===== src/rtl/pc_fetch_unit.sv =====
// Purpose : architectural fetch PC, instruction-fetch request and redirect handling (branch/JAL/JALR),
// Latency : redirect applied on advance appears on pc one cycle later; a buffered redirect one cycle after advance resumes.
// Backpressure: imem_ready low or stall high holds pc; a redirect arriving then is buffered (one entry, oldest wins).
//
// Ports:
//   clk, rst             - clock; synchronous active-high reset
//   br_pc, br_offset     - branch/JAL instruction PC and pre-shifted offset (target = br_pc + br_offset)
//   br_taken             - branch taken or JAL this cycle
//   jalr_target, jalr_sel- rs1+imm from the ALU (bit 0 cleared here) and its redirect strobe
//   halt, resume         - enter / leave the halted state (ECALL/EBREAK)
//   stall, imem_ready    - pipeline hazard hold and instruction-memory accept
//   pc, pc_plus4         - registered fetch address and its combinational successor
//   fetch_req            - fetch of pc requested (FETCH state only)
//   halted, misaligned   - in HALT / in TRAP
//   bad_addr             - redirect target that caused the trap
//   fetch_count          - number of accepted fetches, wraps modulo 2^N
module pc_fetch_unit #(
    parameter int           N        = 32,
    parameter logic [N-1:0] RESET_PC = '0
) (
    input  logic         clk,
    input  logic         rst,
    input  logic [N-1:0] br_pc,
    input  logic [N-1:0] br_offset,
    input  logic         br_taken,
    input  logic [N-1:0] jalr_target,
    input  logic         jalr_sel,
    input  logic         halt,
    input  logic         resume,
    input  logic         stall,
    input  logic         imem_ready,
    output logic [N-1:0] pc,
    output logic [N-1:0] pc_plus4,
    output logic         fetch_req,
    output logic         halted,
    output logic         misaligned,
    output logic [N-1:0] bad_addr,
    output logic [N-1:0] fetch_count
);

    typedef enum logic [1:0] {
        S_BOOT  = 2'd0,
        S_FETCH = 2'd1,
        S_HALT  = 2'd2,
        S_TRAP  = 2'd3
    } state_t;

    state_t       state;
    state_t       state_nxt;

    // Single-entry buffer for a redirect that could not be applied immediately.
    logic         pend_valid;
    logic [N-1:0] pend_target;

    // ------------------------------------------------------------------
    // Target computation
    // ------------------------------------------------------------------
    logic [N-1:0] br_target;
    logic [N-1:0] jalr_clean;
    logic [N-1:0] redir_target;
    logic         redir;
    logic         redir_misaligned;

    assign br_target        = br_pc + br_offset;          // wraps modulo 2^N
    assign jalr_clean       = jalr_target & ~N'(1);       // JALR ignores bit 0
    assign redir            = jalr_sel | br_taken;
    assign redir_target     = jalr_sel ? jalr_clean : br_target;
    assign redir_misaligned = (redir_target[1:0] != 2'b00);

    assign pc_plus4 = pc + N'(4);

    // ------------------------------------------------------------------
    // Fetch-cycle qualifiers
    // ------------------------------------------------------------------
    logic in_fetch;
    logic advance;
    logic take_pend;    // advance consumes the buffered redirect
    logic take_redir;   // advance applies a fresh redirect
    logic latch_redir;  // fresh redirect seen while not advancing
    logic trap_now;

    assign in_fetch    = (state == S_FETCH);
    assign advance     = in_fetch & imem_ready & ~stall;
    assign take_pend   = advance & pend_valid;
    // While a redirect is buffered it belongs to an older instruction, so any
    // newer redirect is dropped, whether or not the pipeline advances.
    assign take_redir  = advance & ~pend_valid & redir;
    assign latch_redir = in_fetch & ~advance & ~pend_valid & redir;
    // Alignment is checked when the target is first seen, so a buffered
    // target is always aligned by construction.
    assign trap_now    = (take_redir | latch_redir) & redir_misaligned;

    // ------------------------------------------------------------------
    // FSM: state register
    // ------------------------------------------------------------------
    always_ff @(posedge clk) begin
        if (rst) begin
            state <= S_BOOT;
        end else begin
            state <= state_nxt;
        end
    end

    // ------------------------------------------------------------------
    // FSM: next-state logic
    // ------------------------------------------------------------------
    always_comb begin
        state_nxt = state;
        unique case (state)
            S_BOOT: begin
                state_nxt = S_FETCH;
            end
            S_FETCH: begin
                // A trap outranks halt: the faulting target must be reported.
                if (trap_now) begin
                    state_nxt = S_TRAP;
                end else if (halt) begin
                    state_nxt = S_HALT;
                end
            end
            S_HALT: begin
                if (resume) begin
                    state_nxt = S_FETCH;
                end
            end
            S_TRAP: begin
                state_nxt = S_TRAP;
            end
            default: begin
                state_nxt = S_BOOT;
            end
        endcase
    end

    // ------------------------------------------------------------------
    // FSM: outputs (decoded from the state register, so they only change
    // on the clock edge)
    // ------------------------------------------------------------------
    always_comb begin
        fetch_req  = 1'b0;
        halted     = 1'b0;
        misaligned = 1'b0;
        unique case (state)
            S_FETCH: fetch_req  = 1'b1;
            S_HALT:  halted     = 1'b1;
            S_TRAP:  misaligned = 1'b1;
            default: ;
        endcase
    end

    // ------------------------------------------------------------------
    // PC, redirect buffer, trap address and fetch counter
    // ------------------------------------------------------------------
    always_ff @(posedge clk) begin
        if (rst) begin
            pc          <= RESET_PC;
            pend_valid  <= 1'b0;
            pend_target <= '0;
            bad_addr    <= '0;
            fetch_count <= '0;
        end else begin
            if (advance) begin
                fetch_count <= fetch_count + N'(1);
            end

            // Next-PC selection on advance; pc is still updated when halt is
            // raised in the same cycle so that it becomes the resume point.
            if (take_pend) begin
                pc         <= pend_target;
                pend_valid <= 1'b0;
            end else if (take_redir) begin
                if (!redir_misaligned) begin
                    pc <= redir_target;
                end
            end else if (advance) begin
                pc <= pc_plus4;
            end

            if (latch_redir && !redir_misaligned) begin
                pend_valid  <= 1'b1;
                pend_target <= redir_target;
            end

            if (trap_now) begin
                bad_addr <= redir_target;
            end
        end
    end

endmodule


===== config.mk =====
export PLATFORM = sky130hd
export DESIGN_NAME = pc_fetch_unit
export DESIGN_NICKNAME = d
export VERILOG_FILES = /design/src/rtl/pc_fetch_unit.sv
export SDC_FILE = /design/constraint.sdc
export NUM_CORES = 1
export LEC_CHECK = 0
export ABC_AREA = 1
export BUFFER_PORTS_ARGS = -buffer_cell sky130_fd_sc_hd__buf_2
export CAP_MARGIN = 15
export CORE_MARGIN = 4
export CORE_UTILIZATION = 40
export CTS_CLUSTER_DIAMETER = 40
export DETAILED_ROUTE_END_ITERATION = 8
export GPL_TIMING_DRIVEN = 1
export RECOVER_POWER = 100
export SLEW_MARGIN = 25
export SYNTH_ARGS = -nofsm -noshare
export SYNTH_HDL_FRONTEND = slang
export SYNTH_SLANG_ARGS = --single-unit

===== constraint.sdc =====
create_clock -name clk -period 4.9 [get_ports clk]
set_input_delay 0.245 -clock clk [delete_from_list [all_inputs] [get_ports clk]]
set_output_delay 0.245 -clock clk [all_outputs]
set_load 0.01 [all_outputs]

Yosys cells after proc, flatten, opt, wreduce, memory -nomap -nowiden:

Index checks and enable logic that the tools add are counted.

* bits in registers: 131
* input bits: 104
* output and inout bits: 131
* logic and storage cells: 51

* add/subtract/negate cells: 3
* equality and inequality tests: 6
* multiplexer cells: 14
* bitwise operators: 14
* reduce and logical (&&, ||, !) cells: 8

Operators by type and width (number)
* 2-to-1 mux 32 bit: 5
* adder 32 x 1 -> 32 bit (second input constant): 1
* adder 32 x 3 -> 32 bit (second input constant): 1
* adder 32 bit: 1
* bitwise AND 1 bit: 9
* case mux 2 bit (4 select lines): 1
* 2-to-1 mux 2 bit: 3
* 2-to-1 mux 1 bit: 5
* == test 2 bit (second input constant): 2
* AND reduction 2 bit: 2
* nonzero test 2 bit: 2
* != test 3 x 2 -> 1 bit (second input constant): 1
* != test 3 bit (second input constant): 1
* inverter 1 bit: 3
* nonzero test 3 bit: 1
* == test 2 x 1 -> 1 bit (second input constant): 1
* zero test 2 bit: 1
* != test 2 bit (second input constant): 1
* OR 1 bit: 2
* logical AND 1 bit: 1
* zero test 1 bit: 1

Longest topological paths before layout:

* depth after elaboration: 11
* depth in mapped cells: 16
* gate-level depth less buffers: 16

Least setup slack after synthesis:

No wires, ideal clock.

* path kind: input to register
* from: input port br_pc[0]
* to: register pend_target[20]
* library setup time: 116 ps
* data arrival time: 1956 ps
* slack: 2827 ps
* stages: 12
* buffers on the path: 2
* cell sequence: ha_1 > fa_1 > nand2_1 > nand2_1 > a21oi_1 > nand3_1 > buf_2 > inv_2 > buf_2 > nand3_1 > o211ai_1 > inv_1

* longest elaborated chain between the ends: 5

RTL lines
* start: declaration: line 23 `input logic [N-1:0] br_pc,`
* adder 32 bit *: line 64 `assign br_target = br_pc + br_offset;`
* 2-to-1 mux 32 bit *: line 67 `assign redir_target = jalr_sel ? jalr_clean : br_target;`
* nonzero test 2 bit: line 68 `assign redir_misaligned = (redir_target[1:0] != 2'b00);`
* zero test 1 bit: line 179 `if (latch_redir && !redir_misaligned) begin`
* logical AND 1 bit: line 179
* end signal: assignment: line 181 `pend_target <= redir_target;`
* end: declaration: line 53 `logic [N-1:0] pend_target;`

Mark *: on every way between the ends. The rest lies on a longest branch, timed or not.
A chain may end at the register's enable or synchronous reset.

Worst setup path after layout:

* from: register state[0]
* to: register pc[8]

* longest elaborated chain between the ends: 7
* elaborated cells on any way between the ends: 11
* classes of those cells: eq/ne (2); mux (2); bitwise (5); reduce/logical (2)

RTL lines
* start: declaration: line 48 `state_t state;`
* start signal: assignment: line 100 `state <= state_nxt;`
* == test 2 x 1 -> 1 bit *: line 82 `assign in_fetch = (state == S_FETCH);`
* bitwise AND 1 bit * (2 in series): line 83 `assign advance = in_fetch & imem_ready & ~stall;`
* bitwise AND 1 bit (2 in series): line 87 `assign take_redir = advance & ~pend_valid & redir;`
* != test 3 bit (no line) (tied with other cells)
* AND reduction 2 bit (no line) or 2-to-1 mux 32 bit (tied branches)
* end signal: assignment: line 169 `pc <= pend_target;`
* end signal: assignment: line 173 `pc <= redir_target;`
* end signal: assignment: line 176 `pc <= pc_plus4;`
* end: declaration: line 32 `output logic [N-1:0] pc,`

Marks and branches as above.

==> flow_metrics.tcl <==
set metrics [dict create \
    skew_ns 0.0150 \
    final_core_util 0.488 \
    numClockSinks 131 \
    yosysUniqueCellTypes 42 \
    p_total_mw 3.23 \
    dr.pass1.iters 6 \
    power.internal_mw 2.24 \
    netlist_area_um2 8970 \
    pwr-share-clk 0.436 \
    synth_top_area_frac 0.292 \
    layout-drive-gt1-share 0.103 \
    max_freq_mhz 275 \
    syn_to_final_growth_pct 19.4 \
    syn-num-nets 1577 \
    final.setup.tns_ns 0 \
    cp_max_fo 26 \
    cts_setup_buffers 0 \
    path_class "reg2reg" \
    grt_pass1_vias 9106 \
    dr_total_vias 9877 \
    die_w_um 158 \
    antenna_left 0 \
    status "finished, violations left" \
    rows 54 \
    pwr-share-seq 0.360 \
    yosysTopAreaCell "dfxtp_1" \
    violations "capacitance limit, slew limit" \
    dpl.hpwl_um 24100 \
    final_common_cell "nand2_1" \
    viasPerCell 5.08 \
    combPwrFrac 0.203 \
    grt_util_all_layers 0.245 \
    cts_root_buf "clkbuf_16" \
    cts_buffers 17 \
    hold_class "in2reg" \
    powerDensity_nw_per_um2 301 \
    cts.repair.resized 0 \
    final_cell_mix "335 x nand2_1, 208 x inv_1, 167 x nor2_1" \
    endpoint_kind "flip-flop" \
    wirelength_um 31100 \
    ys_seq_elements 131 \
    nets 1791 \
    finalMaxSlewViolations 39 \
    antenna_found_initial 0 \
    hold_violations 0 \
    clockBufferDepth 2 \
    power_switching_mw 0.988 \
    grt_setup_unrepaired "false" \
    final_cell_count_no_fill 1945 \
    synth-edff-count 0 \
    tritoncts "built" \
    period_needed_ns 3.64 \
    maxCapViolations 1 \
    switching_share 0.306 \
    finalSetupViolCount 0 \
    clock_latency_ns 0.43 \
    synthCells 1439 \
    slew_headroom -0.0987 \
    avgRoutedWirePerCell_um 16.0 \
    drtIter0Drc 632 \
    seq_area_frac_synth 0.292 \
    cts.htree.levels 4 \
    dpl.cell_count 1914 \
    num_antenna_cells 0 \
    hold_buffers 0 \
    start_util 0.409 \
    gp_congestion 0.955 \
    dieHeight_um 158 \
    worst_setup_path_start_kind "flip-flop" \
    period_share 0.742 \
    tightest_slew_ns 1.65 \
    grt_overflow 0 \
    ir_drop_mv 0.195 \
    async_reset_ff_frac 0 \
    avgSynthCellArea_um2 6.24 \
    p_leak_nw 5.14 \
    required_ns 5.17 \
    cp.arrival_ns 3.90 \
    path_clk_slew_ns 0.07 \
    fillers 2429 \
    io_pins 235 \
    synth_flop_cell "dfxtp_1" \
    grt_max_degree 84 \
    die-area_um2 24900 \
    ys.warnings.count 0 \
    port_buffers 233 \
    drc_errors 0 \
    synth_area_leaders "dfxtp_1 29%, nand2_1 14%, inv_1 8.6%" \
    core_area_um2 22000 \
    grt_pass1_wl_um 48400 \
]
## metal layers
layer | wire length [µm] | global-route usage | vias to the layer above | share of wire
met5 | 0 | 0 | - | 0
met4 | 575 | 0.0606 | 0 | 0.018
met3 | 1700 | 0.0336 | 32 | 0.054
met2 | 14400 | 0.404 | 285 | 0.46
met1 | 14500 | 0.340 | 4477 | 0.47
li1 | - | - | 5083 | -
## cell type report
type / instances / area, µm² / area share
Tap cell: 280 / 350 / 0.0327
Clock inverter: 14 / 213 / 0.0198
Clock buffer: 17 / 425 / 0.0397
Inverter: 214 / 803 / 0.0750
Multi-Input combinational cell: 1046 / 5220 / 0.487
Timing Repair Buffer: 243 / 1080 / 0.101
Sequential cell: 131 / 2620 / 0.245
## final timing paths
check	endpoint	cells after the start	start	slack, ns
hold reg to reg	pend_target[0]	2	pend_target[0]	0.45
hold / removal	state[0]	3	halt	0.09
setup / recovery	pc[8]	10	state[0]	1.26
setup reg to reg	pc[8]	10	state[0]	1.26
## worst max-delay path, stage by stage (launching register included)
cell	delay (ns)
dfxtp_1	0.37
nand2_1	0.13
nor2_1	0.75
inv_1	0.47
nor2_2	0.56
buf_4	0.41
inv_1	0.32
nand2_1	0.18
nand3_1	0.08
nand2_1	0.12
a21oi_1	0.07
## through the flow
stage	setup WS [ns]	instance area, µm²	hold WS, ns
2_1_floorplan	2.83	8970	0.425
3_3_place_gp	1.77	10400	0.432
3_5_place_dp	1.75	10400	0.434
4_1_cts	2.09	11000	0.0895
5_1_grt	0.968	10700	0.0942
6_report	1.26	10700	0.0938
## synthesized netlist by cell type, drive strengths merged (14+ instances only)
cell,n
inv,214
nor3,25
nor2,169
nand2,337
or2,14
nand3,110
xnor2,18
o21ai,106
ha,33
xor2,28
nand4,20
dfxtp,131
clkbuf,36
a21oi,131
o211ai,14
## power groups by stage
stage               Sequential [mW]  Combinational [mW]  Clock (mW)
finish                         1.16               0.657        1.41
global route                   1.17               0.746        1.47
CTS                            1.16               0.673        1.42
detailed placement             1.19               0.669           0
global placement               1.19               0.663           0
floorplan                      1.19               0.422           0
## flip-flops by register name (all words and copies together) (netlist names)
| register | flops |
|---|---|
| bad_addr | 32 |
| fetch_count | 32 |
| pc | 32 |
| pend_target | 32 |
| pend_valid | 1 |
| state | 2 |
## cell families (layout without fill, tap and decap cells)
family / count (synthesis) / after routing / synth area share
buffers and inverters: 262 / 488 / 0.111
and+or+nand+nor: 690 / 690 / 0.338
adders and majority gates: 34 / 34 / 0.0483
AOI/OAI and AO/OA: 276 / 276 / 0.165
xor gates and xnor gates: 46 / 46 / 0.0449
DFF: 131 / 131 / 0.292
No activity file was read; power rests on OpenSTA's default activity.
